### src/rtl/rvfi_retire_sequencer_pkg.sv
// Shared types for the RVFI retire sequencer: the packed retirement record and its field widths.
package rvfi_seq_pkg;

    localparam int XLEN            = 32;
    localparam int REG_AW          = 5;
    localparam int WMASK_W         = 4;
    localparam int DEFAULT_ORDER_W = 64;

    // insn sits in the most significant bits of the packed record
    typedef struct packed {
        logic [XLEN-1:0]    insn;
        logic [REG_AW-1:0]  rs1_addr;
        logic [REG_AW-1:0]  rs2_addr;
        logic [REG_AW-1:0]  rd_addr;
        logic [XLEN-1:0]    rs1_rdata;
        logic [XLEN-1:0]    rs2_rdata;
        logic [XLEN-1:0]    rd_wdata;
        logic [XLEN-1:0]    pc_rdata;
        logic [XLEN-1:0]    pc_wdata;
        logic [XLEN-1:0]    mem_addr;
        logic [WMASK_W-1:0] mem_wmask;
        logic [XLEN-1:0]    mem_rdata;
        logic [XLEN-1:0]    mem_wdata;
    } rvfi_rec_t;

    localparam int REC_W = $bits(rvfi_rec_t);

endpackage

### src/rtl/rvfi_retire_sequencer_if.sv
// Retirement-side and trace-side handshake bundle of the sequencer.
// Both sides use valid/ready: a beat transfers on a rising clock edge where valid & ready are both high;
// valid, once raised, is held with stable payload until that transfer happens.
interface rvfi_retire_sequencer_if #(
    parameter int ORDER_W = rvfi_seq_pkg::DEFAULT_ORDER_W
);
    import rvfi_seq_pkg::*;

    logic               in_valid;
    logic               in_ready;
    rvfi_rec_t          in_rec;
    logic               out_valid;
    logic               out_ready;
    rvfi_rec_t          out_rec;
    logic [ORDER_W-1:0] out_order;

    // master = core and trace sink, slave = sequencer
    modport master (
        output in_valid, in_rec, out_ready,
        input  in_ready, out_valid, out_rec, out_order
    );

    modport slave (
        input  in_valid, in_rec, out_ready,
        output in_ready, out_valid, out_rec, out_order
    );

endinterface

### src/rtl/rvfi_retire_sequencer_fifo.sv
// Register FIFO holding stamped retirement records; the head entry is read straight from storage.
module rvfi_seq_fifo #(
    parameter int DEPTH = 4,
    parameter int W     = 8
) (
    input  logic                     clock,
    input  logic                     reset,
    input  logic                     push,
    input  logic [W-1:0]             wdata,
    input  logic                     pop,
    output logic [W-1:0]             rdata,
    output logic                     full,
    output logic                     empty,
    output logic [$clog2(DEPTH):0]   level
);
    localparam int PW = $clog2(DEPTH);
    localparam int LW = PW + 1;
    localparam logic [LW-1:0] FULL_LVL = LW'(DEPTH);

    logic [W-1:0]    mem [DEPTH];
    logic [PW-1:0]   wr_ptr;
    logic [PW-1:0]   rd_ptr;
    logic [LW-1:0]   level_q;
    logic            do_push;
    logic            do_pop;

    assign full  = (level_q == FULL_LVL);
    assign empty = (level_q == '0);
    assign level = level_q;
    assign rdata = mem[rd_ptr];

    // A push into a full FIFO is only taken when the head leaves in the same cycle
    assign do_pop  = pop & ~empty;
    assign do_push = push & (~full | do_pop);

    always_ff @(posedge clock) begin
        if (reset) begin
            wr_ptr  <= '0;
            rd_ptr  <= '0;
            level_q <= '0;
            for (int i = 0; i < DEPTH; i++) begin
                mem[i] <= '0;
            end
        end else begin
            if (do_push) begin
                mem[wr_ptr] <= wdata;
                wr_ptr      <= wr_ptr + 1'b1;
            end
            if (do_pop) begin
                rd_ptr <= rd_ptr + 1'b1;
            end
            if (do_push && !do_pop) begin
                level_q <= level_q + 1'b1;
            end else if (!do_push && do_pop) begin
                level_q <= level_q - 1'b1;
            end
        end
    end

endmodule

### src/rtl/rvfi_retire_sequencer.sv
// Stamps retired records with an order number and buffers them for the RVFI tracer.
// Build option RVFI_SEQ_DROP_EN: never stall the core, drop records on overflow and count them in drop_cnt.
module rvfi_retire_sequencer
    import rvfi_seq_pkg::*;
#(
    parameter int DEPTH   = 4,
    parameter int ORDER_W = DEFAULT_ORDER_W
) (
    input  logic                    clock,
    input  logic                    reset,
    input  logic                    trace_en,
    rvfi_retire_sequencer_if.slave  bus,
    output logic [$clog2(DEPTH):0]  level
`ifdef RVFI_SEQ_DROP_EN
    ,
    output logic [31:0]             drop_cnt
`endif
);
    localparam int W = ORDER_W + REC_W;

    logic               accept;
    logic               pop;
    logic               fifo_push;
    logic               full;
    logic               empty;
    logic [ORDER_W-1:0] order_q;
    logic [W-1:0]       fifo_rdata;

    assign accept    = bus.in_valid & bus.in_ready;
    assign pop       = bus.out_valid & bus.out_ready;
    assign fifo_push = accept & trace_en;
    assign bus.out_valid = ~empty;
    assign {bus.out_order, bus.out_rec} = fifo_rdata;

    // Every accept consumes an order number, even when the record itself is not kept
    always_ff @(posedge clock) begin
        if (reset) begin
            order_q <= '0;
        end else if (accept) begin
            order_q <= order_q + 1'b1;
        end
    end

`ifdef RVFI_SEQ_DROP_EN
    logic drop;

    assign bus.in_ready = 1'b1;
    assign drop         = fifo_push & full & ~pop;

    always_ff @(posedge clock) begin
        if (reset) begin
            drop_cnt <= '0;
        end else if (drop && drop_cnt != 32'hFFFF_FFFF) begin
            drop_cnt <= drop_cnt + 32'd1;
        end
    end
`else
    // Registered-level based: a same-cycle pop does not open the input
    assign bus.in_ready = ~full;
`endif

    rvfi_seq_fifo #(
        .DEPTH (DEPTH),
        .W     (W)
    ) u_fifo (
        .clock (clock),
        .reset (reset),
        .push  (fifo_push),
        .wdata ({order_q, bus.in_rec}),
        .pop   (pop),
        .rdata (fifo_rdata),
        .full  (full),
        .empty (empty),
        .level (level)
    );

endmodule

### src/flat_wrapper.sv
// flat-port wrapper written by rule: the top's interface ports become plain ports
module rvfi_retire_sequencer_flat import rvfi_seq_pkg::*;
#(
    parameter int DEPTH   = 4,
    parameter int ORDER_W = DEFAULT_ORDER_W
)
  (clock, reset, trace_en, level, bus_in_valid, bus_in_rec, bus_out_ready, bus_in_ready, bus_out_valid, bus_out_rec, bus_out_order);
  rvfi_retire_sequencer_if #(.ORDER_W(ORDER_W)) bus_i ();
  input  logic clock;
  input  logic reset;
  input  logic trace_en;
  output logic [$clog2(DEPTH):0] level;
  input wire logic [$bits(bus_i.in_valid)-1:0] bus_in_valid;
  input wire logic [$bits(bus_i.in_rec)-1:0] bus_in_rec;
  input wire logic [$bits(bus_i.out_ready)-1:0] bus_out_ready;
  output wire logic [$bits(bus_i.in_ready)-1:0] bus_in_ready;
  output wire logic [$bits(bus_i.out_valid)-1:0] bus_out_valid;
  output wire logic [$bits(bus_i.out_rec)-1:0] bus_out_rec;
  output wire logic [$bits(bus_i.out_order)-1:0] bus_out_order;
  assign bus_i.in_valid = bus_in_valid;
  assign bus_i.in_rec = bus_in_rec;
  assign bus_i.out_ready = bus_out_ready;
  assign bus_in_ready = bus_i.in_ready;
  assign bus_out_valid = bus_i.out_valid;
  assign bus_out_rec = bus_i.out_rec;
  assign bus_out_order = bus_i.out_order;
  rvfi_retire_sequencer #(.DEPTH(DEPTH), .ORDER_W(ORDER_W)) u_core (.clock(clock), .reset(reset), .trace_en(trace_en), .bus(bus_i), .level(level));
endmodule
### config.mk
export PLATFORM = sky130hd
export DESIGN_NAME = rvfi_retire_sequencer_flat
export DESIGN_NICKNAME = d
export VERILOG_FILES = /design/src/rtl/rvfi_retire_sequencer_pkg.sv /design/src/rtl/rvfi_retire_sequencer_if.sv /design/src/rtl/rvfi_retire_sequencer_fifo.sv /design/src/rtl/rvfi_retire_sequencer.sv /design/src/flat_wrapper.sv
export SDC_FILE = /design/constraint.sdc
export NUM_CORES = 2
export LEC_CHECK = 0
export BUFFER_PORTS_ARGS = -buffer_cell sky130_fd_sc_hd__buf_4
export CORE_MARGIN = 1.5
export CORE_UTILIZATION = 49
export DETAILED_ROUTE_END_ITERATION = 16
export PLACE_DENSITY_LB_ADDON = 0.08
export SYNTH_ARGS = -nofsm -noshare
export SYNTH_HDL_FRONTEND = slang
export SYNTH_SLANG_ARGS = --single-unit
### constraint.sdc
create_clock -name clock -period 58.1 [get_ports clock]
set_input_delay 2.905 -clock clock [delete_from_list [all_inputs] [get_ports clock]]
set_output_delay 2.905 -clock clock [all_outputs]
set_load 0.05 [all_outputs]
# After elaboration in Yosys (flattened, before gate mapping)
# Memories as Yosys holds them, arrays and structs flattened. A register that Yosys moved wholly into a read port is not among the register bits.
# Index checks and enable logic that the tools add are counted.
# classes
bitwise_logic,8
reduce_logical,7
eq_ne,1
muxes,12
n_addsub,5
# op_table
cell,n
2-to-1 mux 371 bit,1
OR reduction 371 bit,1
adder 64 x 1 -> 64 bit (second input constant),1
2-to-1 mux 1 bit,6
2-to-1 mux 2 bit,3
2-to-1 mux 3 bit,2
bitwise AND 1 bit,5
adder 2 x 1 -> 2 bit (second input constant),2
adder 3 x 1 -> 3 bit (second input constant),1
== test 3 bit (second input constant),1
logical NOT 3 bit,1
subtractor 3 x 1 -> 3 bit (second input constant),1
logical AND 1 bit,2
logical NOT 1 bit,2
NOT 1 bit,2
nonzero test 2 bit,1
OR 1 bit,1
# totals
reg_bits,71
out_inout_bits,376
memories,1
elab_cells,38
mem_bits_rw,1484
# memory_table
memory,words,width,rd,rd_clocked_by_memory_dff,wr,line,source
u_core.u_fifo.mem,4,371,1,1,4,rvfi_retire_sequencer_fifo.sv:20,logic [W-1:0] mem [DEPTH];

# Depth between registers and ports, before layout
# logic_depth
word_depth,11
depth_mapped,12

# Cells and area by module
# A second synthesis with hierarchy kept.
# unflattened
hier_cells,4018
hier_area_um2,67304.6
# modules_own_cells
mod,n_inst,cells_each,seq_area_each_um2,area_each_um2
rvfi_seq_fifo,1,3636,44742.9,64091.5
rvfi_retire_sequencer,1,382,1281.2,3213.1

# Least setup slack after synthesis
# No wires, ideal clock.
# synth_timing
path_kind,input -> register
startpoint,input bus_in_valid
endpoint,"memory u_core.u_fifo.mem[1][0] (netlist name), enable pin"
arrival_time_ns,20.274
setup_time_ns,1.183
cell_stages,4
slack_ns,36.643
cell_sequence,and2_1 buf_4 nand3_1 o21bai_1
# synth_rtl
element,line,source
"start, declared",flat_wrapper.sv:13,input wire logic [$bits(bus_i.in_valid)-1:0] bus_in_valid;
"end, declared",rvfi_retire_sequencer_fifo.sv:20,

==> metrics.cfg <==
[run_status]
outcome=completed

[routing]
avgRoutedWirePerCell_um=25.5
routed_wl_um=168000
drtPass1Iterations=5
drt_drc_violations_left=0
vias=35900
ant_nets=0
drt_iter0_drc=2861
viasPerCell=5.45

[final_layout]
syn2layout_area_growth_pct=18.1
final_common_cell=edfxtp_1
finish.utilization_pct=58.3
nets=4968
drive_gt1_share_pct=28.5
layout_common_cells=1484 x edfxtp_1, 1467 x and2_1, 729 x buf_4

[sta]
setup_viol=0
fin_crit_ps=8720
setup_tns_ps=0
rsz0062_at_grt=false
timing.final.crit_share_pct=15.0
final-hold-violation-count=0
maxSlewViolCount=0
fmax_mhz=115
skew_ps=27.1
slew_headroom_pct=18.8
worstMarginPinSlew_ps=1220

[global_route]
track_usage_pct=24.1
grt_pass1_wl_um=244000
grt_overflow=0
grt_max_degree=206
first_global_vias=36000
antenna_found_initial=48

[worst_setup_path]
cp-end-kind=primary output
start_kind=flip-flop
cp.arrival_ps=5810
crit_required_ps=55190
cp_max_fo=51
crit_type=flip-flop to primary output

[placement]
gp_routability_congestion=0.802
io_buffer_count=687
place_hpwl_um=100000

[clock_tree]
cts_resized=0
clock_path_buffers=3
clock_sinks=1557
htree_levels=4
path_clk_slew_ps=60
postCtsHoldBufs=0
insertion_delay_ps=780
cts-root-buf=clkbuf_16
cts_tree=yes
cts_setup_buffers=0
numCtsBuffers=167

[power_and_ir_drop]
p_leak_nw=29.1
ir_worst_vdd_uv=37.4
powerDensity_nw_per_um2=41.8

[logic_synthesis]
avgSynthCellArea_um2=16.6
synth-edff-count=1484
async_reset_ff_share_pct=0
yosysWarnings=0
synth_seq_cells=1557
synth.distinct_cells=52
synth_ff_type=edfxtp_1
syn_area_um2=66900
synthCells=4024
synth_nets=4339
yosysSeqAreaShare_pct=68.8

[die]
core_um2=135000
die_area_um2=139000
die_height_um=373
rows=135
die_w_um=373
ios=688
start_util_pct=49.4

[flow_run]
cap_violations=0

[min_path]
min_path_type=flip-flop to flip-flop

## report_power, final
part	switching (mW)	internal (mW)	total (mW)
combinational	0.618	0.320	0.938
sequential	0.0322	1.31	1.34
clock	0.432	0.597	1.03
total	1.08	2.22	3.31
## state kept, by name, indices dropped and copies added, names as in the netlist, named ones only
| signal | flops |
|---|---|
| u_core.u_fifo.level | 3 |
| u_core.u_fifo.rd_ptr | 2 |
| u_core.order_q | 64 |
| u_core.u_fifo.wr_ptr | 2 |
| u_core.u_fifo.mem | 1484 |
## synth_stat cells (all sizes together) (20+ instances only)
| master | instances | share of area (%) |
|---|---|---|
| a21oi | 37 | 0.28 |
| nand2 | 29 | 0.16 |
| nand3 | 20 | 0.19 |
| and2 | 1472 | 14 |
| buf | 64 | 0.41 |
| dfxtp | 73 | 2.2 |
| nor2 | 50 | 0.28 |
| clkbuf | 212 | 1.2 |
| mux4 | 371 | 12 |
| edfxtp | 1484 | 67 |
| or3 | 21 | 0.20 |
| nand4 | 28 | 0.29 |
## final timing paths
path / endpoint / start / cells after the start / slack (ps)
setup / recovery: bus_out_rec[235] / flip-flop / 6 / 49380
hold / removal: u_core.order_q[45]$_SDFFE_PP0N_ / u_core.order_q[45]$_SDFFE_PP0N_ / 2 / 510
setup reg to reg: u_core.u_fifo.mem[2][230]$_SDFFCE_PN0P_ / u_core.u_fifo.level[0]$_SDFFE_PP0P_ / 10 / 52760
hold reg to reg: u_core.order_q[45]$_SDFFE_PP0N_ / u_core.order_q[45]$_SDFFE_PP0N_ / 2 / 510
## through the flow
stage	hold slack, ps	area (um2)	instances	total power [mW]	worst slack, ps
floorplan	474	66900	4024	2.03	36640
global placement	496	73700	6265	2.31	49930
detailed placement	501	73700	6265	2.31	49890
CTS	510	79000	6574	3.34	49010
global route	554	79000	6591	3.42	48690
finish	513	79000	6596	3.31	49380
## area by class of cell
cell class | count | area, um2
diodes | 22 | 55.1
clock buffers | 241 | 4740
clock inverters | 68 | 546
fillers | 10600 | 56400
inverters | 11 | 41.3
multi-input cells | 2179 | 19800
flip-flops and latches | 1557 | 46000
well taps | 1781 | 2230
repair buffers | 737 | 5630
## logic make-up after synthesis
family / after synthesis / synth area share, %
AND/OR/NAND/NOR: 1694 / 15.8
flip-flops: 1557 / 68.8
multiplexers: 374 / 12.5
buffers and inverters: 288 / 1.75
AO/OA/AOI/OAI: 76 / 0.656
XOR/XNOR: 32 / 0.419
adder cells (fa/ha/maj): 3 / 0.0673
## worst max-delay path, stage by stage, from the launching register on
cell	delay, ps
dfxtp_4	950
buf_4	830
buf_4	820
buf_4	620
buf_4	790
mux4_2	630
buf_4	210
## per-layer routing
metal | routed length, um | track usage [%] | share of wire [%] | vias up
li1 | - | - | - | 16200
met1 | 67600 | 31.8 | 40 | 18300
met2 | 81000 | 37.4 | 48 | 1100
met3 | 15200 | 8.27 | 9.0 | 264
met4 | 4320 | 8.35 | 2.6 | 54
met5 | 343 | 0 | 0.20 | -
Note: power is estimated with default switching activity, not from simulation.
